[src/rtl/seg_bus_responder.sv]
// seg_bus_responder: display-side responder for the two-wire segment bus.
// Oversamples SCL/SDA, detects START/STOP, receives LSB-first bytes, ACKs
// them and decodes commands into shadow digit/control registers that commit
// to the outputs on STOP.
module seg_bus_responder #(
  parameter int SYNC_STAGES = 2,
  parameter int NUM_DIGITS  = 4
) (
  input  logic       clk_i,
  input  logic       sync_reset_i,
  input  logic       seg_scl_i,
  input  logic       sda_i,
  output logic       sda_out_o,
  output logic       sda_out_en_o,
  output logic [7:0] digits_o [NUM_DIGITS-1:0],
  output logic [3:0] ctrl_o,
  output logic       update_o,
  output logic       busy_o,
  output logic       cmd_error_o
);

  localparam int PTR_W = (NUM_DIGITS > 1) ? $clog2(NUM_DIGITS) : 1;
  localparam logic [PTR_W-1:0] PTR_LAST = PTR_W'(NUM_DIGITS - 1);

  typedef enum logic [1:0] {ST_IDLE, ST_CMD, ST_DATA, ST_IGNORE} state_t;

  logic [SYNC_STAGES-1:0] scl_sync_reg;
  logic [SYNC_STAGES-1:0] sda_sync_reg;
  logic                   scl_s;
  logic                   sda_s;
  logic                   scl_d_reg;
  logic                   sda_d_reg;
  logic                   scl_rise_reg;
  logic                   scl_fall_reg;
  logic                   start_reg;
  logic                   stop_reg;
  logic                   sda_bit_reg;

  state_t                 state_reg;
  state_t                 after_ack_reg;
  logic [6:0]             shift_reg;
  logic [3:0]             bit_cnt_reg;
  logic                   ack_wait_reg;
  logic                   ack_en_reg;
  logic                   acked_any_reg;
  logic [PTR_W-1:0]       ptr_reg;
  logic [7:0]             shadow_reg [NUM_DIGITS-1:0];
  logic [3:0]             ctrl_shadow_reg;
  logic [7:0]             digits_reg [NUM_DIGITS-1:0];
  logic [3:0]             ctrl_reg;
  logic                   update_reg;
  logic                   busy_reg;
  logic                   cmd_error_reg;
  logic [7:0]             byte_next;

  assign scl_s = scl_sync_reg[SYNC_STAGES-1];
  assign sda_s = sda_sync_reg[SYNC_STAGES-1];

  // Completed byte as it will look once the current bit is shifted in.
  assign byte_next = {sda_bit_reg, shift_reg};

  // Synchronizer chains; reset to the idle-high bus level so release is quiet.
  always_ff @(posedge clk_i) begin
    if (sync_reset_i) begin
      scl_sync_reg <= '1;
      sda_sync_reg <= '1;
    end else begin
      scl_sync_reg <= {scl_sync_reg[SYNC_STAGES-2:0], seg_scl_i};
      sda_sync_reg <= {sda_sync_reg[SYNC_STAGES-2:0], sda_i};
    end
  end

  // Edge detection, registered so bus events reach the FSM as clean pulses.
  always_ff @(posedge clk_i) begin
    if (sync_reset_i) begin
      scl_d_reg    <= 1'b1;
      sda_d_reg    <= 1'b1;
      scl_rise_reg <= 1'b0;
      scl_fall_reg <= 1'b0;
      start_reg    <= 1'b0;
      stop_reg     <= 1'b0;
      sda_bit_reg  <= 1'b1;
    end else begin
      scl_d_reg    <= scl_s;
      sda_d_reg    <= sda_s;
      scl_rise_reg <= scl_s & ~scl_d_reg;
      scl_fall_reg <= ~scl_s & scl_d_reg;
      start_reg    <= scl_s & scl_d_reg & sda_d_reg & ~sda_s;
      stop_reg     <= scl_s & scl_d_reg & ~sda_d_reg & sda_s;
      sda_bit_reg  <= sda_s;
    end
  end

  // Protocol FSM: framing, byte reception, ACK, command decode and commit.
  always_ff @(posedge clk_i) begin
    if (sync_reset_i) begin
      state_reg       <= ST_IDLE;
      after_ack_reg   <= ST_IDLE;
      shift_reg       <= '0;
      bit_cnt_reg     <= '0;
      ack_wait_reg    <= 1'b0;
      ack_en_reg      <= 1'b0;
      acked_any_reg   <= 1'b0;
      ptr_reg         <= '0;
      ctrl_shadow_reg <= '0;
      ctrl_reg        <= '0;
      update_reg      <= 1'b0;
      busy_reg        <= 1'b0;
      cmd_error_reg   <= 1'b0;
      for (int i = 0; i < NUM_DIGITS; i++) begin
        shadow_reg[i] <= '0;
        digits_reg[i] <= '0;
      end
    end else begin
      update_reg    <= 1'b0;
      cmd_error_reg <= 1'b0;
      if (start_reg) begin
        // START or repeated START: drop any frame in progress, reload shadows.
        state_reg       <= ST_CMD;
        busy_reg        <= 1'b1;
        bit_cnt_reg     <= '0;
        ack_wait_reg    <= 1'b0;
        ack_en_reg      <= 1'b0;
        acked_any_reg   <= 1'b0;
        ctrl_shadow_reg <= ctrl_reg;
        for (int i = 0; i < NUM_DIGITS; i++) begin
          shadow_reg[i] <= digits_reg[i];
        end
      end else if (stop_reg) begin
        state_reg    <= ST_IDLE;
        busy_reg     <= 1'b0;
        bit_cnt_reg  <= '0;
        ack_wait_reg <= 1'b0;
        ack_en_reg   <= 1'b0;
        if (state_reg != ST_IDLE && acked_any_reg) begin
          update_reg <= 1'b1;
          ctrl_reg   <= ctrl_shadow_reg;
          for (int i = 0; i < NUM_DIGITS; i++) begin
            digits_reg[i] <= shadow_reg[i];
          end
        end
      end else if (state_reg == ST_CMD || state_reg == ST_DATA) begin
        if (ack_wait_reg) begin
          // First SCL fall pulls SDA low, the next one ends the ACK clock.
          if (scl_fall_reg) begin
            if (!ack_en_reg) begin
              ack_en_reg <= 1'b1;
            end else begin
              ack_en_reg   <= 1'b0;
              ack_wait_reg <= 1'b0;
              bit_cnt_reg  <= '0;
              state_reg    <= after_ack_reg;
            end
          end
        end else if (scl_rise_reg) begin
          shift_reg <= byte_next[7:1];
          if (bit_cnt_reg == 4'd7) begin
            bit_cnt_reg <= 4'd8;
            if (state_reg == ST_DATA) begin
              shadow_reg[ptr_reg] <= byte_next;
              ptr_reg             <= (ptr_reg == PTR_LAST) ? '0 : ptr_reg + 1'b1;
              acked_any_reg       <= 1'b1;
              ack_wait_reg        <= 1'b1;
              after_ack_reg       <= ST_DATA;
            end else begin
              casez (byte_next)
                8'b0100_0000: begin
                  ack_wait_reg  <= 1'b1;
                  after_ack_reg <= ST_IGNORE;
                end
                8'b11??_????: begin
                  ptr_reg       <= byte_next[PTR_W-1:0];
                  ack_wait_reg  <= 1'b1;
                  after_ack_reg <= ST_DATA;
                end
                8'b10??_????: begin
                  ctrl_shadow_reg <= byte_next[3:0];
                  acked_any_reg   <= 1'b1;
                  ack_wait_reg    <= 1'b1;
                  after_ack_reg   <= ST_IGNORE;
                end
                default: begin
                  cmd_error_reg <= 1'b1;
                  state_reg     <= ST_IGNORE;
                end
              endcase
            end
          end else begin
            bit_cnt_reg <= bit_cnt_reg + 4'd1;
          end
        end
      end
    end
  end

  genvar gi;
  generate
    for (gi = 0; gi < NUM_DIGITS; gi++) begin : g_digit
      assign digits_o[gi] = digits_reg[gi];
    end
  endgenerate

  assign sda_out_o    = 1'b0;
  assign sda_out_en_o = ack_en_reg;
  assign ctrl_o       = ctrl_reg;
  assign update_o     = update_reg;
  assign busy_o       = busy_reg;
  assign cmd_error_o  = cmd_error_reg;

endmodule

[config.mk]
export PLATFORM = sky130hd
export DESIGN_NAME = seg_bus_responder
export DESIGN_NICKNAME = d
export VERILOG_FILES = /design/src/rtl/seg_bus_responder.sv
export SDC_FILE = /design/constraint.sdc
export NUM_CORES = 1
export LEC_CHECK = 0
export ABC_AREA = 1
export ABC_CLOCK_PERIOD_IN_PS = 6700
export CAP_MARGIN = 30
export CELL_PAD_IN_SITES_DETAIL_PLACEMENT = 0
export CELL_PAD_IN_SITES_GLOBAL_PLACEMENT = 1
export CORE_MARGIN = 5
export CORE_UTILIZATION = 47
export CTS_CLUSTER_SIZE = 14
export DETAILED_ROUTE_END_ITERATION = 10
export PLACE_DENSITY = 0.89
export REMOVE_ABC_BUFFERS = 1
export SLEW_MARGIN = 20
export SYNTH_ARGS = -nofsm -noshare
export SYNTH_HDL_FRONTEND = slang
export SYNTH_SLANG_ARGS = --single-unit
[constraint.sdc]
create_clock -name clk_i -period 6.7 [get_ports clk_i]
set_clock_uncertainty 0.05 [all_clocks]
set_input_delay 2.01 -clock clk_i [delete_from_list [all_inputs] [get_ports clk_i]]
set_output_delay 2.01 -clock clk_i [all_outputs]
set_load 0.01 [all_outputs]
# After elaboration in Yosys (flattened, before gate mapping)
# Memory sizes are Yosys's and may differ from the RTL's.
# Cells that the tools add are included.
[classes]
addsub = 2
eq_ne = 18
muxes = 70
n_bitwise = 25
n_reduce_logical = 32
[op_table]
columns = ["operator", "count"]
rows = [
  ["$mux 8", 9],
  ["$mux 4", 13],
  ["$mux 1", 35],
  ["$reduce_and 7->1", 5],
  ["$mux 2", 12],
  ["$reduce_bool 2->1", 10],
  ["$reduce_or 8->1", 2],
  ["$ne 2x2->1 const B", 5],
  ["$not 1->1", 10],
  ["$eq 2x2->1 const B", 4],
  ["$eq 8x7->1 const B", 1],
  ["$ne 4x4->1 const B", 2],
  ["$or 1x1->1", 8],
  ["$reduce_bool 4->1", 2],
  ["$and 1x1->1", 7],
  ["$reduce_and 3->1", 2],
  ["$reduce_and 6->1", 1],
  ["$reduce_bool 3->1", 2],
  ["$reduce_or 3->1", 2],
  ["$reduce_and 5->1", 1],
  ["$add 4x1->4 const B", 1],
  ["$eq 4x3->1 const B", 1],
  ["$ne 2x1->1 const B", 2],
  ["$ne 4x1->1 const B", 1],
  ["other kinds (8)", 9],
]
[totals]
register_bits = 41
mem_bits_rw = 64
in_bits = 4
out_inout_bits = 41
word_cells = 171
mem_count = 2
[memory_table]
columns = ["memory", "depth", "word_bits", "rd", "rd_ports_with_merged_regs", "write_ports", "line", "rtl"]
rows = [
  ["digits_reg", 4, 8, 4, 0, 4, "49", "logic [7:0] digits_reg [NUM_DIGITS-1:0];"],
  ["shadow_reg", 4, 8, 4, 0, 4, "47", "logic [7:0] shadow_reg [NUM_DIGITS-1:0];"],
]

# Longest topological paths before layout
# Gate-level depths: netlist (run 1).
[depth]
word_depth = 12
depth_mapped = 11
mapped_depth_nobuf = 11

# Worst setup path before layout (run 1)
# OpenSTA, ideal clock, no wires.
[synth_timing]
path_kind = "input-to-reg"
start = "input sync_reset_i"
end = "memory digits_reg[0][0] (enable)"
setup_ns = 0.389
arrival_time_ns = 3.115
required_time_ns = 6.261
path_slack_ns = 3.146
path_stages = 4
n_path_buf = 2
cell_sequence = "buf_2 inv_2 buf_6 nand2_1"
[synth_lines]
columns = ["item", "line", "rtl"]
rows = [
  ["from (decl)", "10", "input logic sync_reset_i,"],
  ["to (decl)", "49", ""],
]

==> results.cfg, run 1 <==
[finish]
fin_util_pct = 55.2
fillers = 803
area_growth_pct = 16.3
nets = 494
register_area_um2 = 2740
final_cell_mix = 64 x edfxtp_1, 61 x inv_1, 57 x nor2_1, 53 x nand3_1, 51 x o21ai_0
multi_input_area_um2 = 1250
n_antenna_cell = 0
final_common_cell = edfxtp_1
drive_above_1_share_pct = 4.92
fin_cells = 599

[clock_network]
cts_buffers = 9
post-cts-setup-buffers = 0
cts_sinks = 105
ctsHoldBuffers = 0
tritoncts = done
clockBufferDepth = 2
cts-root-buf = clkbuf_8
h-tree-depth = 3
insertion_delay_ns = 0.37
clk_pin_slew_ns = 0.09
cts_resized = 0

[global_route]
globalRouteTotalUtil_pct = 16.7
grt_pass1_vias = 2921
overflow = 0
antenna_found_initial = 0
grt_max_degree = 56
grt_pass1_wl_mm = 14.7

[drt]
first_pass_iters = 5
final_antenna_net_count = 0
wl_mm = 8.83
wl_per_cell_um = 14.7
viasPerCell = 5.12
vias = 3069
drc = 0
drt_iter0_markers = 188

[setup_path]
worstPathArrival_ns = 3.88
reg2reg_from = start_reg$_SDFF_PP0_
start_kind = primary input
crit_chain = clkdlybuf4s50_1, inv_2, nand2_1, buf_4
worst-setup-path-type = in -> reg
max_stage_delay_ns = 0.79
worstPathRequired_ns = 6.67
slowest_stage = clkdlybuf4s50_1
critPathMaxFanout = 55
crit_family = buffers and inverters
worst_setup_path_end_kind = flop
worst-path-buf-inv = 3
startpoint = sync_reset_i

[synthesis]
syn_avg_cell_area_um2 = 9.74
synth_warnings = 0
ys_seq_area_share_pct = 63.4
syn-instance-count = 444
syn_area_um2 = 4320
synth_cell_types = 27
ys_seq_elements = 105

[hold_path]
hp-class = reg -> reg
min_from = scl_sync_reg[0]$_SDFF_PP1_

[placement]
routabilityCongestion = 0.837
numPortBuffers = 43
dpl.hpwl_mm = 5.98
dpl.cell_count = 583

[die]
core-area_um2 = 9110
start_util_pct = 47.5
dieWidth_um = 106
fp.dieArea_um2 = 11200
io_pins = 45
core.rowCount = 35
die_y_um = 106

[sta]
finalSetupViolCount = 0
max_clock_freq_ghz = 0.256
rsz0062_at_grt = no
maxSlewViolCount = 0
maxSlewHeadroom_pct = 44.4
post-route-min-period_ns = 3.91
tightest_slew_ns = 0.833
setup_tns_ns = 0
finalHoldViolations = 0
fin_crit_sh_pct = 58.3

[power]
p_leak_nw = 1.91
power.density_nw_per_um2 = 235
ir_worst_vdd_mv = 0.125

[status]
status = complete, no violations

[flow_run]
max_cap_viol_count = 0
==> cells in the mapped netlist (all sizes together) <==
cell	number	area, um^2
edfxtp	64	1920
ha	7	87.6
nand2	49	184
a211oi	2	15.0
clkbuf	7	26.3
buf	10	62.6
nor3	4	20.0
nand4	1	6.26
conb	1	3.75
inv	64	240
dfxtp	41	821
nor2	58	225
o21ai	53	265
nand3b	1	7.51
or2	4	25.0
nor4	2	27.5
a31oi	2	12.5
o31ai	1	7.51
a21oi	20	100
nand3	53	265
==> area by class of cell <==
| type | count | area share (%) |
|---|---|---|
| inverters | 64 | 4.77 |
| multi-input cells | 258 | 24.9 |
| clock buffers | 11 | 2.61 |
| well taps | 111 | 2.76 |
| repair buffers | 45 | 8.85 |
| flip-flops and latches | 105 | 54.5 |
| clock inverters | 5 | 1.59 |
==> routing by layer <==
layer,vias up,global-route usage [%],routed length [um]
met5,-,0,0
met4,0,5.46,127
met3,13,3.64,415
met2,89,26.9,4080
met1,1412,22.7,4210
li1,1555,-,-
==> worst reg2reg max path: cells and delay by family, from the launching register on <==
family,cells,cell delay [ns]
buffers and inverters,2,0.83
AND/OR/NAND/NOR,4,0.52
flip-flops,1,0.87
==> logic make-up after synthesis <==
| family | Yosys count | share of synthesized area (%) |
|---|---|---|
| compound gates | 78 | 9.26 |
| simple gates | 172 | 17.6 |
| buf+inv | 81 | 7.61 |
| fa+ha+maj | 7 | 2.03 |
| flops | 105 | 63.4 |
| other cells | 1 | 0.0867 |
==> through the flow <==
step                      hold WS, ns  setup WS, ns  power [mW]  instance area [um^2]
final                           0.366          2.79        1.18                  5030
after global routing            0.388          2.67        1.23                  5030
after CTS                       0.369          2.80        1.19                  5030
after detailed placement        0.346          2.40       0.777                  4820
after global placement          0.343          2.46       0.776                  4820
after floorplan                 0.339          3.04       0.749                  4240
==> worst paths after layout <==
path | endpoint | slack, ns | depth (start not counted)
max | digits_reg[1][7]$_SDFFCE_PN0P_ | 2.79 | 4
min | scl_sync_reg[1]$_SDFF_PP1_ | 0.37 | 1
max reg2reg | digits_reg[1][7]$_SDFFCE_PN0P_ | 4.17 | 6
min reg2reg | scl_sync_reg[1]$_SDFF_PP1_ | 0.37 | 1
==> power by group <==
group | switching, mW | internal (mW) | total (mW)
clock | 0.210 | 0.211 | 0.421
combinational | 0.0309 | 0.0192 | 0.0501
sequential | 0.0101 | 0.702 | 0.712
total | 0.251 | 0.932 | 1.18
(Power assumes the default switching activity.)
==> run 2, diff against run 1 <==
--- a/config.mk
+++ b/config.mk
@@ -6,15 +6,15 @@
 export NUM_CORES = 1
 export LEC_CHECK = 0
 export ABC_AREA = 1
-export ABC_CLOCK_PERIOD_IN_PS = 6700
+export ABC_CLOCK_PERIOD_IN_PS = 3500
 export CAP_MARGIN = 30
 export CELL_PAD_IN_SITES_DETAIL_PLACEMENT = 0
 export CELL_PAD_IN_SITES_GLOBAL_PLACEMENT = 1
 export CORE_MARGIN = 5
-export CORE_UTILIZATION = 47
+export CORE_UTILIZATION = 39
 export CTS_CLUSTER_SIZE = 14
 export DETAILED_ROUTE_END_ITERATION = 10
-export PLACE_DENSITY = 0.89
+export PLACE_DENSITY = 0.8
 export REMOVE_ABC_BUFFERS = 1
 export SLEW_MARGIN = 20
 export SYNTH_ARGS = -nofsm -noshare
==> constraint.sdc (replaced) <==
create_clock -name clk_i -period 3.5 [get_ports clk_i]
set_clock_uncertainty 0.05 [all_clocks]
set_input_delay 1.05 -clock clk_i [delete_from_list [all_inputs] [get_ports clk_i]]
set_output_delay 1.05 -clock clk_i [all_outputs]
set_load 0.01 [all_outputs]
==> results.cfg, run 2 (synthesis gave the netlist of run 1 again) <==
[sta]
maxSlewHeadroom_pct = 50.0
post-route-min-period_ns = 2.58
maxSlewViolCount = 0
tightest_slew_ns = 0.747
rsz0062_at_grt = no
fin_crit_sh_pct = 73.6
finalHoldViolations = 0
finalSetupViolCount = 0
max_clock_freq_ghz = 0.388
setup_tns_ns = 0

[clock_network]
clockBufferDepth = 2
cts_buffers = 9
ctsHoldBuffers = 0
post-cts-setup-buffers = 0
cts-root-buf = clkbuf_8
tritoncts = done
cts_sinks = 105
clk_pin_slew_ns = 0.10
h-tree-depth = 3
insertion_delay_ns = 0.36
cts_resized = 0

[setup_path]
r2r_end = shadow_reg[1][5]$_DFFE_PP_
crit_family = buffers and inverters
critPathMaxFanout = 40
cp_common_cell = buf_4
rr_worst_depth = 6
reg2reg_from = state_reg[1]$_SDFFE_PP0P_
worst-path-buf-inv = 4
r2r_slack_ns = 1.27
slowest_stage = clkdlybuf4s50_1
start_kind = primary input
crit_chain = clkdlybuf4s50_1, buf_4, inv_2, buf_4, nand3_1, o21ai_0
worst_setup_path_end_kind = flop
worst-setup-path-type = in -> reg
worstPathRequired_ns = 3.64
max_stage_delay_ns = 0.48
worstPathArrival_ns = 2.71

[die]
fp.dieArea_um2 = 13300
start_util_pct = 39.9
io_pins = 45
die_y_um = 115
core-area_um2 = 10800
core.rowCount = 38
dieWidth_um = 115

[drt]
vias = 3070
viasPerCell = 4.87
first_pass_iters = 5
wl_mm = 9.16
wl_per_cell_um = 14.5
final_antenna_net_count = 0
drt_iter0_markers = 249
drc = 0

[hold_path]
whs_endpoint = scl_sync_reg[1]$_SDFF_PP1_
min_from = scl_sync_reg[0]$_SDFF_PP1_
holdPathStages = 1
hp-class = reg -> reg

[power]
p_sw_mw = 0.504
p_int_mw = 1.74
power_frac_comb_pct = 4.6
seqPwrFrac_pct = 60.5
swShare_pct = 22.4
power.density_nw_per_um2 = 441
p_leak_nw = 1.92
ir_worst_vdd_mv = 0.288
power.share.clock_pct = 35.0

[status]
status = complete, no violations

[placement]
dpl.hpwl_mm = 6.15
numPortBuffers = 43
dpl.cell_count = 615
dpl_cell_area_um2 = 4880
routabilityCongestion = 0.774

[finish]
n_antenna_cell = 0
area_growth_pct = 17.7
final_common_cell = edfxtp_1
drive_above_1_share_pct = 6.11
fin_area_um2 = 5090
nets = 497
fin_cells = 631
fin_util_pct = 47.0
final_cell_mix = 64 x edfxtp_1, 61 x inv_1, 57 x nor2_1, 53 x nand3_1, 51 x o21ai_0

[global_route]
antenna_found_initial = 0
overflow = 0
globalRouteTotalUtil_pct = 14.4
grt_pass1_vias = 2931
grt_pass1_wl_mm = 14.8
grt_max_degree = 43

[flow_run]
max_cap_viol_count = 0
## run 2: cell count changes in the layout (fill, tap and decap cells not counted)
cell	previous run	this run
clkbuf_1	2	0
bufinv_16	2	1
clkbuf_8	9	10
buf_4	2	5
clkinv_1	1	0
inv_8	0	1
clkinv_4	0	2
## run 2: per-layer routing
| layer | vias up | track usage, % | routed length (um) |
|---|---|---|---|
| li1 | 1564 | - | - |
| met1 | 1407 | 19.9 | 4260 |
| met2 | 95 | 22.5 | 4210 |
| met3 | 4 | 3.37 | 642 |
| met4 | 0 | 4.54 | 55 |
| met5 | - | 0 | 0 |
## run 2: area by class of cell
class                           instances  area, um^2
Fill cell                            1023        5750
Sequential cell                       105        2740
Multi-Input combinational cell        258        1250
Timing Repair Buffer                   48         468
Inverter                               64         240
Tap cell                              140         175
Clock buffer                           10         138
Clock inverter                          6        75.1
## run 2: through the flow
step	total power, mW	setup slack [ns]	hold WS (ns)
3_5_place_dp	1.49	0.543	0.348
4_1_cts	2.26	0.926	0.372
6_report	2.25	0.923	0.370
2_1_floorplan	1.43	0.801	0.339
3_3_place_gp	1.49	0.542	0.349
5_1_grt	2.34	0.799	0.407
## run 2: worst max-delay path by stage
stage | startpoint | endpoint | slack, ns | cells past startpoint
6_report | sync_reset_i | shadow_reg[2][3]$_DFFE_PP_ | 0.92 | 6
3_3_place_gp | sync_reset_i | shadow_reg[1][6]$_DFFE_PP_ | 0.54 | 4
4_1_cts | sync_reset_i | shadow_reg[1][3]$_DFFE_PP_ | 0.93 | 4
5_1_grt | sync_reset_i | shadow_reg[1][3]$_DFFE_PP_ | 0.80 | 4
3_5_place_dp | sync_reset_i | shadow_reg[1][3]$_DFFE_PP_ | 0.54 | 4
2_1_floorplan | sync_reset_i | digits_reg[0][0]$_SDFFCE_PN0P_ | 0.80 | 2
## run 2: power by group through the flow
stage	Sequential, mW	Combinational, mW	Clock, mW
2_1_floorplan	1.39	0.0424	0
3_3_place_gp	1.39	0.102	0
3_5_place_dp	1.39	0.104	0
4_1_cts	1.36	0.104	0.798
5_1_grt	1.36	0.113	0.861
6_report	1.36	0.102	0.786
==> run 3, diff against run 2 <==
--- a/config.mk
+++ b/config.mk
@@ -6,15 +6,15 @@
 export NUM_CORES = 1
 export LEC_CHECK = 0
 export ABC_AREA = 1
-export ABC_CLOCK_PERIOD_IN_PS = 3500
+export ABC_CLOCK_PERIOD_IN_PS = 2500
 export CAP_MARGIN = 30
 export CELL_PAD_IN_SITES_DETAIL_PLACEMENT = 0
 export CELL_PAD_IN_SITES_GLOBAL_PLACEMENT = 1
 export CORE_MARGIN = 5
-export CORE_UTILIZATION = 39
+export CORE_UTILIZATION = 44
 export CTS_CLUSTER_SIZE = 14
 export DETAILED_ROUTE_END_ITERATION = 10
-export PLACE_DENSITY = 0.8
+export PLACE_DENSITY = 0.84
 export REMOVE_ABC_BUFFERS = 1
 export SLEW_MARGIN = 20
 export SYNTH_ARGS = -nofsm -noshare
==> constraint.sdc (replaced) <==
create_clock -name clk_i -period 2.5 [get_ports clk_i]
set_clock_uncertainty 0.05 [all_clocks]
set_input_delay 0.75 -clock clk_i [delete_from_list [all_inputs] [get_ports clk_i]]
set_output_delay 0.75 -clock clk_i [all_outputs]
set_load 0.01 [all_outputs]
==> results.cfg, run 3 (synthesis gave the netlist of run 1 again) <==
[global_route]
overflow = 0
antenna_found_initial = 0
grt_pass1_vias = 3054
globalRouteTotalUtil_pct = 16.6
grt_pass1_wl_mm = 15.4
grt_max_degree = 45

[drt]
final_antenna_net_count = 0
wl_per_cell_um = 14.3
first_pass_iters = 4
vias = 3152
wl_mm = 9.04
viasPerCell = 4.98
drt_iter0_markers = 198
drc = 0

[finish]
register_area_um2 = 2740
area_growth_pct = 20.0
fillers = 878
multi_input_area_um2 = 1250
final_cell_mix = 64 x edfxtp_1, 61 x inv_1, 57 x nor2_1, 53 x nand3_1, 51 x o21ai_0
drive_above_1_share_pct = 7.60
n_antenna_cell = 0
nets = 506
fin_util_pct = 53.6
final_common_cell = edfxtp_1

[setup_path]
cp-endpoint = digits_o[13]
worst-path-buf-inv = 1
crit_family = buffers and inverters
max_stage_delay_ns = 0.55
r2r_end = shadow_reg[1][4]$_DFFE_PP_
r2r_slack_ns = 0.45
worst-setup-path-type = reg -> out
slowest_stage = clkdlybuf4s50_1
cp_num_cells = 1
start_kind = flop
reg2reg_from = state_reg[1]$_SDFFE_PP0P_
critPathMaxFanout = 2
worstPathArrival_ns = 1.30
worstPathRequired_ns = 1.70
rr_worst_depth = 6
startpoint = digits_reg[1][5]$_SDFFCE_PN0P_
crit_chain = clkdlybuf4s50_1
worst_setup_path_end_kind = output port

[clock_network]
clockBufferDepth = 2
insertion_delay_ns = 0.37
cts_buffers = 9
h-tree-depth = 3
ctsHoldBuffers = 0
cts_resized = 0
clk_pin_slew_ns = 0.10
tritoncts = done
cts-root-buf = clkbuf_8
cts_sinks = 105
post-cts-setup-buffers = 0

[die]
dieWidth_um = 109
core.rowCount = 36
core-area_um2 = 9680
fp.dieArea_um2 = 11900
start_util_pct = 44.7
die_y_um = 109
io_pins = 45

[status]
status = complete, no violations

[placement]
numPortBuffers = 43
routabilityCongestion = 0.813
dpl.hpwl_mm = 6.25

[flow_run]
max_cap_viol_count = 0

[hold_path]
min_from = sda_sync_reg[0]$_SDFF_PP1_
hp-class = reg -> reg

[power]
power.density_nw_per_um2 = 620
p_leak_nw = 1.98
power.total_mw = 3.22
ir_worst_vdd_mv = 0.358

[sta]
setup_tns_ns = 0
rsz0062_at_grt = no
finalSetupViolCount = 0
maxSlewViolCount = 0
max_clock_freq_ghz = 0.475
post-route-min-period_ns = 2.10
finalHoldViolations = 0
fin_crit_sh_pct = 84.1
## run 3: cell types whose count changed in the layout (fill, tap and decap cells not counted), sizes merged
cell	change
clkbuf	-1
bufinv	+1
clkinvlp	-1
clkinv	+1
buf	+9
## run 3: report_power, final
| part | total [mW] | internal [mW] | leakage (nW) | switching, mW |
|---|---|---|---|---|
| combinational | 0.149 | 0.0601 | 0.876 | 0.0887 |
| clock | 1.17 | 0.575 | 0.113 | 0.592 |
| sequential | 1.90 | 1.88 | 0.995 | 0.0208 |
| total | 3.22 | 2.52 | 1.98 | 0.702 |
## run 3: through the flow
step	setup WS [ns]	cell area, um^2	hold WS (ns)	cells
3_3_place_gp	0.0853	4960	0.344	617
5_1_grt	0.214	5190	0.386	633
3_5_place_dp	0.0446	4960	0.345	617
4_1_cts	0.363	5190	0.369	633
2_1_floorplan	0.0894	4240	0.339	427
6_report	0.396	5190	0.368	633
## run 3: per-layer routing
layer / wire length, um / part of all wire (%) / global-route usage (%)
met5: 0 / 0 / 0
met4: 85 / 0.94 / 4.87
met3: 513 / 5.7 / 3.02
met2: 4350 / 48 / 27.5
met1: 4090 / 45 / 22.3
## run 3: final cells by class
class | instances | share of cell area (%)
clock buffers | 9 | 2.39
clock inverters | 7 | 1.95
inverters | 64 | 4.63
multi-input cells | 258 | 24.1
flip-flops and latches | 105 | 52.9
well taps | 133 | 3.21
repair buffers | 57 | 10.8
## run 3: how the worst min path moves through the flow
stage                     slack, ns                    endpoint  cells after the start
final                          0.37  sda_sync_reg[1]$_SDFF_PP1_                      1
after global routing           0.39  sda_sync_reg[1]$_SDFF_PP1_                      1
after CTS                      0.37  sda_sync_reg[1]$_SDFF_PP1_                      1
after detailed placement       0.35  sda_sync_reg[1]$_SDFF_PP1_                      1
after global placement         0.34  sda_sync_reg[1]$_SDFF_PP1_                      1
after floorplan                0.34  scl_sync_reg[1]$_SDFF_PP1_                      1
